==> src/rtl/seg_scan_decoder_pkg.sv <==
// seg_scan_pkg: scan-decoder state encoding, hex glyph table and decode helpers
package seg_scan_pkg;

    typedef enum logic [1:0] {IDLE, TRACK, ACCEPT, HOLD} state_e;

    // Active-high {g,f,e,d,c,b,a} glyphs; the entry index is the nibble value
    localparam logic [6:0] GLYPHS [16] = '{
        7'h3F, 7'h06, 7'h5B, 7'h4F, 7'h66, 7'h6D, 7'h7D, 7'h07,
        7'h7F, 7'h6F, 7'h77, 7'h7C, 7'h39, 7'h5E, 7'h79, 7'h71
    };

    function automatic void seg_to_hex(input logic [6:0] seg, output logic [3:0] nib, output logic ok);
        nib = 4'h0;
        ok  = 1'b0;
        for (int i = 0; i < 16; i++)
            if (GLYPHS[i] == seg) begin
                nib = 4'(i);
                ok  = 1'b1;
            end
    endfunction

    function automatic void onehot0_index(input logic [7:0] an_n, output logic single, output logic [2:0] idx);
        single = ($countones(~an_n) == 1);
        idx    = 3'd0;
        for (int i = 0; i < 8; i++)
            if (!an_n[i]) idx = 3'(i);
    endfunction

endpackage

==> src/rtl/seg_digit_timeout.sv <==
// seg_digit_timeout: per-digit refresh timer; expired is high while the saturated count sits at the limit
module seg_digit_timeout #(
    parameter int TIMEOUT_CYCLES = 1000000
) (
    input  logic clk,
    input  logic rst_n,
    input  logic accept,
    output logic expired
);
    localparam int W = $clog2(TIMEOUT_CYCLES + 1);
    localparam logic [W-1:0] LIMIT = W'(TIMEOUT_CYCLES);

    logic [W-1:0] cnt_q, cnt_d;

    always_comb begin
        cnt_d   = accept ? '0 : (cnt_q == LIMIT) ? LIMIT : cnt_q + W'(1);
        expired = (cnt_d == LIMIT);
    end

    always_ff @(posedge clk or negedge rst_n)
        if (!rst_n) cnt_q <= '0;
        else        cnt_q <= cnt_d;

endmodule

==> src/rtl/seg_scan_decoder.sv <==
// seg_scan_decoder: samples a multiplexed 8-digit seven-segment scan and rebuilds the displayed hex digits
module seg_scan_decoder
    import seg_scan_pkg::*;
#(
    parameter int STABLE_CYCLES  = 4,
    parameter int TIMEOUT_CYCLES = 1000000
) (
    input  logic        clk,
    input  logic        rst_n,
    input  logic [7:0]  anodes,
    input  logic [7:0]  cathodes,
    output logic [31:0] digits,
    output logic [7:0]  digit_valid,
    output logic [7:0]  dp,
    output logic [7:0]  decode_err,
    output logic        frame_done
);
    localparam int SW = $clog2(STABLE_CYCLES + 1);
    localparam logic [SW-1:0] STABLE = SW'(STABLE_CYCLES);

    logic [7:0]    an_meta_q, an_sync_q, ca_meta_q, ca_sync_q;
    state_e        state_q, state_d;
    logic [7:0]    cand_an_q, cand_an_d, cand_ca_q, cand_ca_d;
    logic [SW-1:0] stab_q, stab_d;
    logic [31:0]   digits_q, digits_d;
    logic [7:0]    valid_q, valid_d, dp_q, dp_d, err_q, err_d, seen_q, seen_d;
    logic          frame_q, frame_d;
    logic          single, same, accept, ok;
    logic [2:0]    idx;
    logic [3:0]    nib;
    logic [7:0]    acc_vec, expired;

    always_comb begin
        onehot0_index(an_sync_q, single, idx);
        seg_to_hex(~ca_sync_q[6:0], nib, ok);
        same      = (an_sync_q == cand_an_q) && (ca_sync_q == cand_ca_q);
        state_d   = state_q;
        cand_an_d = cand_an_q;
        cand_ca_d = cand_ca_q;
        stab_d    = stab_q;
        if (state_q == ACCEPT)
            state_d = HOLD;
        else if (state_q != IDLE && same) begin
            stab_d  = (state_q == TRACK) ? stab_q + SW'(1) : stab_q;
            state_d = (state_q == TRACK && stab_d == STABLE) ? ACCEPT : state_q;
        end else if (single) begin
            cand_an_d = an_sync_q;
            cand_ca_d = ca_sync_q;
            stab_d    = SW'(1);
            state_d   = (STABLE_CYCLES == 1) ? ACCEPT : TRACK;
        end else
            state_d = IDLE;
    end

    // The accepting sample always equals the candidate, so decode straight from the synchronized lines
    always_comb begin
        accept   = (state_d == ACCEPT);
        acc_vec  = accept ? (8'd1 << idx) : 8'd0;
        digits_d = digits_q;
        dp_d     = dp_q;
        err_d    = err_q;
        if (accept) begin
            digits_d[{idx, 2'b00} +: 4] = nib;
            dp_d[idx]  = ~ca_sync_q[7];
            err_d[idx] = ~ok;
        end
        valid_d = acc_vec | (valid_q & ~expired);
        frame_d = ((seen_q | acc_vec) == 8'hFF);
        seen_d  = frame_d ? 8'h00 : seen_q | acc_vec;
    end

    for (genvar g = 0; g < 8; g++) begin : g_to
        seg_digit_timeout #(.TIMEOUT_CYCLES(TIMEOUT_CYCLES)) u_to (
            .clk    (clk),
            .rst_n  (rst_n),
            .accept (acc_vec[g]),
            .expired(expired[g])
        );
    end

    always_ff @(posedge clk or negedge rst_n)
        if (!rst_n) begin
            an_meta_q <= 8'hFF;
            an_sync_q <= 8'hFF;
            ca_meta_q <= 8'hFF;
            ca_sync_q <= 8'hFF;
            state_q   <= IDLE;
            cand_an_q <= 8'h00;
            cand_ca_q <= 8'h00;
            stab_q    <= '0;
            digits_q  <= 32'h0;
            valid_q   <= 8'h00;
            dp_q      <= 8'h00;
            err_q     <= 8'h00;
            seen_q    <= 8'h00;
            frame_q   <= 1'b0;
        end else begin
            an_meta_q <= anodes;
            an_sync_q <= an_meta_q;
            ca_meta_q <= cathodes;
            ca_sync_q <= ca_meta_q;
            state_q   <= state_d;
            cand_an_q <= cand_an_d;
            cand_ca_q <= cand_ca_d;
            stab_q    <= stab_d;
            digits_q  <= digits_d;
            valid_q   <= valid_d;
            dp_q      <= dp_d;
            err_q     <= err_d;
            seen_q    <= seen_d;
            frame_q   <= frame_d;
        end

    assign digits      = digits_q;
    assign digit_valid = valid_q;
    assign dp          = dp_q;
    assign decode_err  = err_q;
    assign frame_done  = frame_q;

endmodule

==> config.mk <==
export PLATFORM = sky130hd
export DESIGN_NAME = seg_scan_decoder
export DESIGN_NICKNAME = d
export VERILOG_FILES = /design/src/rtl/seg_scan_decoder_pkg.sv /design/src/rtl/seg_digit_timeout.sv /design/src/rtl/seg_scan_decoder.sv
export SDC_FILE = /design/constraint.sdc
export NUM_CORES = 1
export LEC_CHECK = 0
export ABC_AREA = 1
export BUFFER_PORTS_ARGS = -buffer_cell sky130_fd_sc_hd__buf_2
export CAP_MARGIN = 10
export CORE_MARGIN = 1
export CORE_UTILIZATION = 63
export CTS_BUF_LIST = sky130_fd_sc_hd__clkbuf_8
export DETAILED_ROUTE_END_ITERATION = 10
export PLACE_DENSITY_LB_ADDON = 0.12
export SLEW_MARGIN = 20
export SYNTH_ARGS = -nofsm -noshare
export SYNTH_HDL_FRONTEND = slang
export SYNTH_HIERARCHICAL = 1
export SYNTH_SLANG_ARGS = --single-unit
==> constraint.sdc <==
create_clock -name clk -period 4.02 [get_ports clk]
set_input_delay 0.804 -clock clk [delete_from_list [all_inputs] [get_ports clk]]
set_output_delay 0.804 -clock clk [all_outputs]
set_load 0.02 [all_outputs]
After elaboration in Yosys (flattened, before gate mapping)
Index checks and enable logic that the tools add are counted.
- register bits: 278
- input port bits: 18
- output and inout bits: 57
- logic and storage cells: 170
- add/subtract/negate cells: 17
- $lt $le $gt $ge: 2
- equality and inequality tests: 40
- shifts and indexed selects: 3
- mux-type cells: 68
- bitwise logic cells: 10
- reduce and logical (&&, ||, !) cells: 8
- operator list (kind ; count):
    equality test 20 bit, second input constant ; 16
    2-to-1 mux 20 bit ; 16
    adder 20 x 1 -> 20 bit, second input constant ; 8
    equality test 7 bit, first input constant ; 12
    2-to-1 mux 4 bit ; 14
    bitwise mux 32 bit ; 1
    variable shift 4 x 7 -> 32 bit, first input constant ; 1
    indexed part select 4 x 7 -> 32 bit ; 1
    2-to-1 mux 3 bit ; 8
    2-to-1 mux 1 bit ; 20
    bitwise mux 8 bit ; 2
    equality test 8 bit ; 2
    2-to-1 mux 8 bit ; 2
    NOT 8 bit ; 2
    OR 8 bit ; 2
    equality test 3 x 7 -> 1 bit, first input constant ; 2
    equality test 6 x 7 -> 1 bit, first input constant ; 2
    adder 1 x 1 -> 2 bit ; 4
    bitwise AND 8 bit ; 1
    equality test 8 bit, second input constant ; 1
    2-to-1 mux 2 bit ; 4
    << shifter 1 x 3 -> 8 bit, first input constant ; 1
    negator 5 -> 7 bit ; 1
    NOT 7 bit ; 1
    other kinds (15) ; 24

Logic depth before layout (Yosys ltp)
Gate-level depths: netlist of the first run.
- word-level depth: 20
- mapped depth: 24
- mapped depth without buffers: 21

By module
The synthesis of the first run kept the hierarchy.
- by module, submodules not included (module ; instances ; cells each ; area an instance (sq um)):
    seg_digit_timeout ; 8 ; 196 ; 1332.5
    seg_scan_decoder ; 1 ; 596 ; 5317.6

Least setup slack after synthesis of the first run
Ideal clock, no wire load.
- path type: register -> register
- start point: reg an_sync_q[3]
- end point: reg cand_an_q[7]
- arrival: 3.328 ns
- required time: 3.888 ns
- slack: 0.561 ns
- stages on the path, launching flop included: 18
- buffers on the path: 1
- clock period less this slack: 3.459 ns
- path through: dfstp_2 > fa_1 > inv_1 > fa_1 > fa_1 > ha_1 > inv_1 > fa_1 > inv_1 > nand2_1 > nor2_1 > o2bb2ai_1 > nand3_1 > inv_1 > nand2_1 > buf_1 > nand2_1 > o21ai_0
- word-level cells in the longest chain between the ends: 6
- elaborated cells on any way between the ends: 10
- ends and longest elaborated chain (what ; line ; source):
    start: declaration ; seg_scan_decoder.sv:21 ; logic [7:0] an_meta_q, an_sync_q, ca_meta_q, ca_sync_q;
    start signal: assignment ; seg_scan_decoder.sv:99 ; an_sync_q <= an_meta_q;
    NOT 8 bit ; seg_scan_decoder_pkg.sv:23 ; single = ($countones(~an_n) == 1);
    adder 1 x 1 -> 2 bit (not written as such) ; seg_scan_decoder_pkg.sv:23 ;
    adder 2 x 2 -> 3 bit (not written as such) ; seg_scan_decoder_pkg.sv:23 ;
    adder 3 x 3 -> 4 bit (not written as such) ; seg_scan_decoder_pkg.sv:23 ;
    equality test 4 x 1 -> 1 bit ; seg_scan_decoder_pkg.sv:23 ;
    AND reduction 3 bit (no line) (*) ; n/a ;
    end signal: assignment ; seg_scan_decoder.sv:103 ; cand_an_q <= cand_an_d;
    end: declaration ; seg_scan_decoder.sv:23 ; logic [7:0] cand_an_q, cand_an_d, cand_ca_q, cand_ca_d;
Mark *: on every way between the ends. The rest lies on a longest branch, timed or not.
A chain may end at the register's enable or synchronous reset.

Final worst setup path of the first run
Ends and elaborated chain as after synthesis.

==> results.txt, run 1 <==
The run finished with clean final reports. The count of endpoints failing hold in the final timing report was 0. The reg-to-reg startpoint is an_sync_q[3]$_DFF_PN1_. The count of non-filler cells in the finished layout came out at 2639. The instance count of the mapped netlist came out at 2164. The most instantiated flip-flop cell in the synthesis netlist is sky130_fd_sc_hd__dfrtp_1.

The type of the most critical hold path is in -> async. The number of search-and-repair iterations in the first detailed-routing pass is 6. The highest clock rate came out at 0.2663 GHz. The core region is 24600 sq um. The HPWL after detailed placement is 26880 um. The floorplan step defined a die boundary enclosing 26000 sq um. The total routed wirelength came out at 36700 um.

The leakage power is 9.139 nW. The CTS clock-pin slew for the worst setup and hold paths is 0.07 ns. The synthesized design spends more area on one cell type than any other, namely sky130_fd_sc_hd__dfrtp_1. The minimum clock period is 3.755 ns.

The remaining number of nets flagged by the antenna check after routing came out at 0. The total of endpoints with negative setup slack in the final report came out at 0. The H-tree was split into 2 levels. The setup skew after layout is 0.03021 ns. In this run the cell area measured after placement is 16780 sq um. The number of warnings reported in the yosys synthesis log is 6. The via-per-instance ratio is 5.339. Sorting the synthesized cells by area gives the leading types as sky130_fd_sc_hd__dfrtp_1 (39%), sky130_fd_sc_hd__nand2_1 (12%), sky130_fd_sc_hd__inv_1 (8.3%). The net count of the finished layout is 2326. The vertical extent of the die came out at 161.3 um. The maximum net fanout on the critical path is 32.

The number of flip-flops and latches in the synthesized netlist came out at 278. The routability-driven placement congestion ratio is 0.9702. The first-pass GRT wire length came out at 62400 um.

The global-route total usage across every layer came out at 29.12%. The average instance area after synthesis came out at 7.383 sq um. Among all cell types in the netlist, the one instantiated most often is sky130_fd_sc_hd__nand2_1. The share of flip-flops with an asynchronous set or reset is 100.0%. The DRC violation count after routing is 0. Once the floorplan was initialized, standard cells occupied 64.94% of the core. The synthesis-to-finish area growth is 12.20%. The count of input and output buffers is 74. The power density over the cells came out at 373.8 nW/um^2. The maximum count of clock buffers along a single path came out at 3. The number of antenna diodes in the final layout is 0. The share of the Yosys chip area taken by registers is 43.79%. The transition time at the pin with the least slew margin came out at 0.7138 ns. The count of distinct cell types in the synthesized netlist came out at 42. The launch point of the critical path is an_sync_q[3]$_DFF_PN1_. The initial antenna violation count came out at 0. The initial detailed-routing violation count came out at 1234. The number of global-route vias before repair is 13440.

Setup repair after global routing left no endpoint under its margin. The source-to-sink clock delay at the later pin of the worst-skew pair came out at 0.58 ns. The post-synthesis cell area came out at 15980 sq um. The tree is rooted in a sky130_fd_sc_hd__clkbuf_8. The routed length per instance came out at 13.91 um.

The arrival time at the worst endpoint is 4.20 ns. The sum of overflow across all layers after global routing is 0. The element type at the critical path start is a register. Once placement completed, the tool counted placed cells totaling 2552. The pin count of the biggest net entering global routing is 96.

The required time of the critical path came out at 4.46 ns. The number of clock buffers added by TritonCTS is 47. The peak supply drop came out at 0.3435 mV. The category of the critical setup timing path is reg -> reg. The row count is 57.

The chip width came out at 161.3 um. For the final routed database, the setup TNS stands at 0 ns. The number of enable flip-flop cells after synthesis is 0. The share of the clock period used by the worst path came out at 93.42%. The normalized max-slew margin came out at 52.41%. The count of pins over their slew limit was 0.

TritonCTS built the clock tree. Ranked by instance count, the synthesized netlist is headed by sky130_fd_sc_hd__nand2_1 (510), sky130_fd_sc_hd__inv_1 (355), sky130_fd_sc_hd__nor2_1 (284). The max-capacitance violation count is 0. The finished cells cover 17930 sq um.

The total nets after synthesis came out at 2213. The total number of clock tree sinks is 278. The ratio of cells with drive above 1 in the final layout is 16.29%. The post-cts hold buffer count is 0.

Cells fill 72.86% of the core in the end. The category of the worst setup path capture point is a register. The count of vias placed by the detailed router came out at 14090. The top-area cell type share of the netlist area came out at 38.53%. The I/O pin count is 75.
layout make-up:
class | instances | area (sq um)
well taps | 324 | 405.4
flip-flops and latches | 278 | 6997
fillers | 1963 | 6678
repair buffers | 88 | 510.5
clock buffers | 54 | 743.2
inverters | 391 | 1468
multi-input cells | 1471 | 7401
clock inverters | 33 | 402.9
placed cells by master (no fill, tap or decap), types with 2 or more instances in the layout:
cell type	n
sky130_fd_sc_hd__a21oi_2	8
sky130_fd_sc_hd__nand3_1	199
sky130_fd_sc_hd__inv_2	37
sky130_fd_sc_hd__nand3_2	13
sky130_fd_sc_hd__nand4_2	2
sky130_fd_sc_hd__a31oi_1	2
sky130_fd_sc_hd__nor3_1	41
sky130_fd_sc_hd__nand2_4	8
sky130_fd_sc_hd__clkbuf_8	54
sky130_fd_sc_hd__buf_2	73
sky130_fd_sc_hd__buf_12	2
sky130_fd_sc_hd__nor2_1	283
sky130_fd_sc_hd__nor2_2	18
sky130_fd_sc_hd__buf_4	12
sky130_fd_sc_hd__fa_1	4
sky130_fd_sc_hd__bufinv_16	9
sky130_fd_sc_hd__nor4_1	2
sky130_fd_sc_hd__xor2_1	18
sky130_fd_sc_hd__o21ai_1	9
sky130_fd_sc_hd__clkinv_2	11
sky130_fd_sc_hd__nand2_1	510
sky130_fd_sc_hd__dfstp_2	32
sky130_fd_sc_hd__nand3b_1	8
sky130_fd_sc_hd__inv_6	2
sky130_fd_sc_hd__nor2_4	42
sky130_fd_sc_hd__o21a_1	8
sky130_fd_sc_hd__dfrtp_1	246
sky130_fd_sc_hd__ha_1	27
sky130_fd_sc_hd__nand2_2	44
sky130_fd_sc_hd__inv_1	361
sky130_fd_sc_hd__or2_2	3
sky130_fd_sc_hd__nand4_1	43
sky130_fd_sc_hd__a21oi_1	50
sky130_fd_sc_hd__clkinvlp_4	3
sky130_fd_sc_hd__o21bai_1	16
sky130_fd_sc_hd__o21ai_0	97
sky130_fd_sc_hd__o31ai_1	8
path summary, 6_finish.rpt:
check                           slack (ns)  depth (start not counted)                              end
worst max register to register        0.26                         17         cand_an_q[7]$_DFFE_PN0P_
max in group asynchronous             2.82                          2           ca_meta_q[6]$_DFF_PN1_
worst min register to register        0.36                          0           ca_sync_q[3]$_DFF_PN1_
worst min-delay path                  0.26                          1  g_to[1].u_to/cnt_q[8]$_DFF_PN0_
min in group clk                      0.32                          1           an_meta_q[4]$_DFF_PN1_
worst max-delay path                  0.26                         17         cand_an_q[7]$_DFFE_PN0P_
state kept, by name, indices dropped and copies added (netlist names):
name	flops
frame_done	1
an_meta_q	8
g_to.u_to/cnt_q	160
dp	8
decode_err	8
ca_meta_q	8
ca_sync_q	8
stab_q	3
seen_q	8
digits	32
digit_valid	8
cand_an_q	8
an_sync_q	8
cand_ca_q	8
state_q	2
report_power, final:
group	total, mW	switching, mW	internal [mW]
Combinational	0.572	0.383	0.189
Clock	3.05	1.22	1.83
Sequential	3.08	0.130	2.95
Total	6.70	1.73	4.97
cell families (layout without fill, tap and decap cells):
logic type / after synthesis / count (layout) / synth area share (%)
AO/OA/AOI/OAI: 202 / 202 / 7.111
flip-flops: 278 / 278 / 43.79
XOR/XNOR: 19 / 19 / 1.042
buffers and inverters: 415 / 566 / 9.906
AND/OR/NAND/NOR: 1219 / 1219 / 35.54
adder cells (fa/ha/maj): 31 / 31 / 2.616
worst max-delay path, cell delays in order, from the launching register on:
cell	delay, ns
sky130_fd_sc_hd__dfstp_2	0.59
sky130_fd_sc_hd__fa_1	0.42
sky130_fd_sc_hd__inv_1	0.08
sky130_fd_sc_hd__fa_1	0.44
sky130_fd_sc_hd__fa_1	0.52
sky130_fd_sc_hd__ha_1	0.17
sky130_fd_sc_hd__inv_1	0.06
sky130_fd_sc_hd__fa_1	0.35
sky130_fd_sc_hd__inv_1	0.08
sky130_fd_sc_hd__nand2_1	0.05
sky130_fd_sc_hd__nor2_1	0.09
sky130_fd_sc_hd__o2bb2ai_1	0.12
sky130_fd_sc_hd__nand3_1	0.11
sky130_fd_sc_hd__inv_1	0.09
sky130_fd_sc_hd__nand2_1	0.05
sky130_fd_sc_hd__buf_4	0.21
sky130_fd_sc_hd__nand2_1	0.09
sky130_fd_sc_hd__o21ai_0	0.09
timing repair:
action                                  CTS  global route
endpoints found under the setup margin    0             2
gates resized for setup                   0             2
buffers inserted                          0             0
per-layer routing:
| metal | up-vias | track usage (%) | routed length (um) |
|---|---|---|---|
| li1 | 7009 | - | - |
| met1 | 6541 | 40.33 | 16610 |
| met2 | 467 | 47.49 | 17190 |
| met3 | 72 | 5.008 | 2303 |
| met4 | 0 | 7.762 | 590 |
| met5 | - | 0 | 0 |
stage by stage:
step | hold WS, ns | power [mW] | setup slack, ns
floorplan | 0.3452 | 3.494 | 0.5606
global placement | 0.3466 | 3.658 | 0.4037
detailed placement | 0.3468 | 3.693 | 0.2923
CTS | 0.2798 | 6.762 | 0.2127
global route | 0.2910 | 6.995 | 0.02125
finish | 0.2580 | 6.702 | 0.2645
Power figures use the tool's default switching activity.
==> run 2: changes to the inputs <==
BUFFER_PORTS_ARGS = -buffer_cell sky130_fd_sc_hd__buf_4   (was -buffer_cell sky130_fd_sc_hd__buf_2)
CTS_CLUSTER_SIZE = 28   (was not set)
SETUP_SLACK_MARGIN = 0.5   (was not set)
==> results.txt, run 2 (synthesized netlist as in run 1, its figures left out) <==
The flow ran to the end, and the final reports show no timing, DRC or antenna violations. The setup skew after layout came out at 0.02849 ns (-0.001720 ns). The leakage power came to 9.316 nW (+1.9%).

The total negative setup slack came out at 0 ns (unchanged). The die area is 26000 sq um (unchanged). The highest clock rate is 0.2657 GHz (-0.22%). The required time of the critical path is 4.47 ns (about the same). The critical path's largest stage delay came out at 0.54 ns (-0.05 ns). The ratio of cells with drive above 1 in the final layout is 18.81% (+2.5 points). The total routed wirelength is 38450 um (+4.8%).

The post-cts hold buffer count is 0 (unchanged). The net count of the finished layout is 2360 (+1.5%). In this run the critical register-to-register path is captured at cand_an_q[1]$_DFFE_PN0P_. The routability-driven placement congestion ratio was 0.9271 (-4.4%). The sum of overflow across all layers after global routing is 0 (unchanged). The depth of the worst register-to-register path was 17 (unchanged). TritonCTS built the clock tree. The row count is 57 (unchanged). The placed instance area came out at 16990 sq um (+1.3%). The count of antenna diodes in the layout came to 0 (unchanged). The arrival time at the worst endpoint is 4.21 ns (about the same). The number of CTS-inserted buffers is 48 (+2.1%). The maximum count of clock buffers along a single path is 3 (unchanged). The starting density of the core is 64.94% (unchanged).

CTS placed an instance of sky130_fd_sc_hd__clkbuf_8 at the clock tree root. The CTS H-tree depth is 2 (unchanged). The critical path goes through fa_1, inv_1, fa_1, fa_1, ha_2, inv_2, fa_2, inv_2, nand2_1, nor2_1, o2bb2ai_1, nand3_1, inv_2, nand2_4, buf_16, nand2_1, o21ai_0.

STA classifies the critical path startpoint as a register. The area of the core came to 24600 sq um (unchanged). The type of the most critical hold path is in -> reg.

The flip-flop count of the largest register, all copies and words added is 160 (unchanged). The number of global-route vias before repair is 13810 (+2.8%). Counting flops per register, the top entry is g_to.u_to/cnt_q. The remaining number of nets flagged by the antenna check after routing came out at 0 (unchanged). The area growth from synthesis to layout is 15.78%.

The library cell used most frequently in the layout, excluding fill and tap cells, is sky130_fd_sc_hd__nand2_1. STA classifies the critical path endpoint as a register. The total number of clock tree sinks came out at 278 (unchanged).

Setup repair after global routing could not meet its margin everywhere. The total of endpoints with negative setup slack in the final report was 0 (unchanged). The count of non-filler cells in the finished layout came out at 2674 (+1.3%). In this design, the largest share of critical-path delay is due to adder cells. The routed length per instance came out at 14.38 um (+3.4%). The source-to-sink clock delay at the later pin of the worst-skew pair came to 0.57 ns (about the same). The master of the slowest instance on the critical path is sky130_fd_sc_hd__dfstp_2.

The CTS clock-pin slew for the worst setup and hold paths was 0.06 ns (about the same). The peak supply drop was 0.3852 mV (+12%). The pin count of the biggest net entering global routing came out at 120 (+25%).

The count of vias placed by the detailed router came out at 14440 (+2.5%). The library cells used most frequently in the layout, excluding fill and tap cells, are sky130_fd_sc_hd__nand2_1 (497), sky130_fd_sc_hd__inv_1 (355), sky130_fd_sc_hd__nor2_1 (280), sky130_fd_sc_hd__dfrtp_1 (246), sky130_fd_sc_hd__nand3_1 (199). The final design instance area without fill is 18500 sq um (+3.2%). The cell count after placement is 2554 (+0.078%).

The global-route total usage across every layer came out at 29.98% (+0.85 points). The detailed placement HPWL came out at 27190 um (+1.1%). The first-pass GRT wire length is 64110 um (+2.7%). The count of input and output buffers is 74 (unchanged). The share of the clock period used by the worst path was 93.63% (+0.21 points). The worst setup path endpoint is cand_an_q[1]$_DFFE_PN0P_. The normalized max-slew margin is 37.90% (-15 points). The overall power came out at 6.698 mW (about the same). The maximum net fanout on the critical path came to 16 (-50%). The via-per-instance ratio is 5.401 (+1.2%). The number of cells on the critical path came to 17 (unchanged). The DRC violation count after routing came to 0 (unchanged). The total buffers and inverters traversed by the critical path is 5 (unchanged). The count of endpoints failing hold in the final timing report came to 0 (unchanged). The minimum clock period was 3.764 ns (+0.008309 ns). The initial antenna violation count is 0 (unchanged). The critical path is of the reg -> reg type.

The transition time at the pin with the least slew margin came out at 0.9315 ns (+0.2177 ns). The I/O pin count came out at 75 (unchanged). The launch point of the critical path is an_sync_q[1]$_DFF_PN1_. The count of pins over their slew limit is 0 (unchanged). In this run the critical register-to-register path is launched from an_sync_q[1]$_DFF_PN1_. The register-to-register setup slack came out at 0.26 ns (about the same).

The max-capacitance violation count is 0 (unchanged). The number of search-and-repair iterations in the first detailed-routing pass came to 7 (+1). The vertical extent of the die is 161.3 um (unchanged). The initial detailed-routing violation count came to 1414 (+15%).

The chip width came to 161.3 um (unchanged). The power density over the cells is 362.1 nW/um^2 (-3.1%).
[run 2: changes by cell type in the layout (fill, tap and decap cells not counted), moves of 4 or more]
cell / before / now
sky130_fd_sc_hd__inv_1: 361 / 355
sky130_fd_sc_hd__o21ai_1: 9 / 17
sky130_fd_sc_hd__o21ai_0: 97 / 85
sky130_fd_sc_hd__o21ai_2: 0 / 4
sky130_fd_sc_hd__bufinv_16: 9 / 4
sky130_fd_sc_hd__nand2_2: 44 / 49
sky130_fd_sc_hd__clkbuf_8: 54 / 61
sky130_fd_sc_hd__nand2_4: 8 / 16
sky130_fd_sc_hd__nand2_1: 510 / 497
sky130_fd_sc_hd__buf_4: 12 / 111
sky130_fd_sc_hd__buf_2: 73 / 0
[run 2: final cells by class]
type | count | area (sq um)
timing repair buffer | 120 | 1006
fill | 1868 | 6106
inverter | 391 | 1488
multi-input combinational | 1472 | 7530
tap | 324 | 405.4
sequential | 278 | 6997
clock inverter | 28 | 234.0
clock buffer | 61 | 839.6
[run 2: repair_timing]
action	CTS	global route
buffers inserted	7	21
gates resized for setup	37	29
cloned	2	1
setup endpoints to repair	20	28
pin swaps	0	5
[run 2: per-stage QoR]
stage	setup WS, ns	utilization [%]	hold slack [ns]
floorplan	0.5606	-	0.3452
global placement	0.4589	69.05	0.3463
detailed placement	0.3434	69.05	0.3469
finish	0.2562	75.18	0.3369
global route	0.1923	75.18	0.3168
CTS	0.4403	74.11	0.3148
[run 2: how the worst min path moves through the flow]
stage	startpoint	end	slack, ns	cells after the start
after floorplan	an_meta_q[0]$_DFF_PN1_	an_sync_q[0]$_DFF_PN1_	0.35	0
after global placement	ca_meta_q[2]$_DFF_PN1_	ca_sync_q[2]$_DFF_PN1_	0.35	0
after detailed placement	an_meta_q[7]$_DFF_PN1_	an_sync_q[7]$_DFF_PN1_	0.35	0
after CTS	cathodes[3]	ca_meta_q[3]$_DFF_PN1_	0.31	1
after global routing	cathodes[3]	ca_meta_q[3]$_DFF_PN1_	0.32	1
final	cathodes[3]	ca_meta_q[3]$_DFF_PN1_	0.34	1
[run 2: per-layer routing]
metal,GRT usage [%],up-vias,wire (um)
met4,8.362,0,895
li1,-,7097,-
met5,0,-,0
met2,50.31,487,18480
met3,4.289,104,2183
met1,40.70,6755,16900
[run 2: power by group]
group	leakage (nW)	total, mW	switching, mW	internal [mW]
clock network	0.600	2.81	1.18	1.63
logic	5.09	0.783	0.474	0.310
registers	3.63	3.10	0.153	2.95
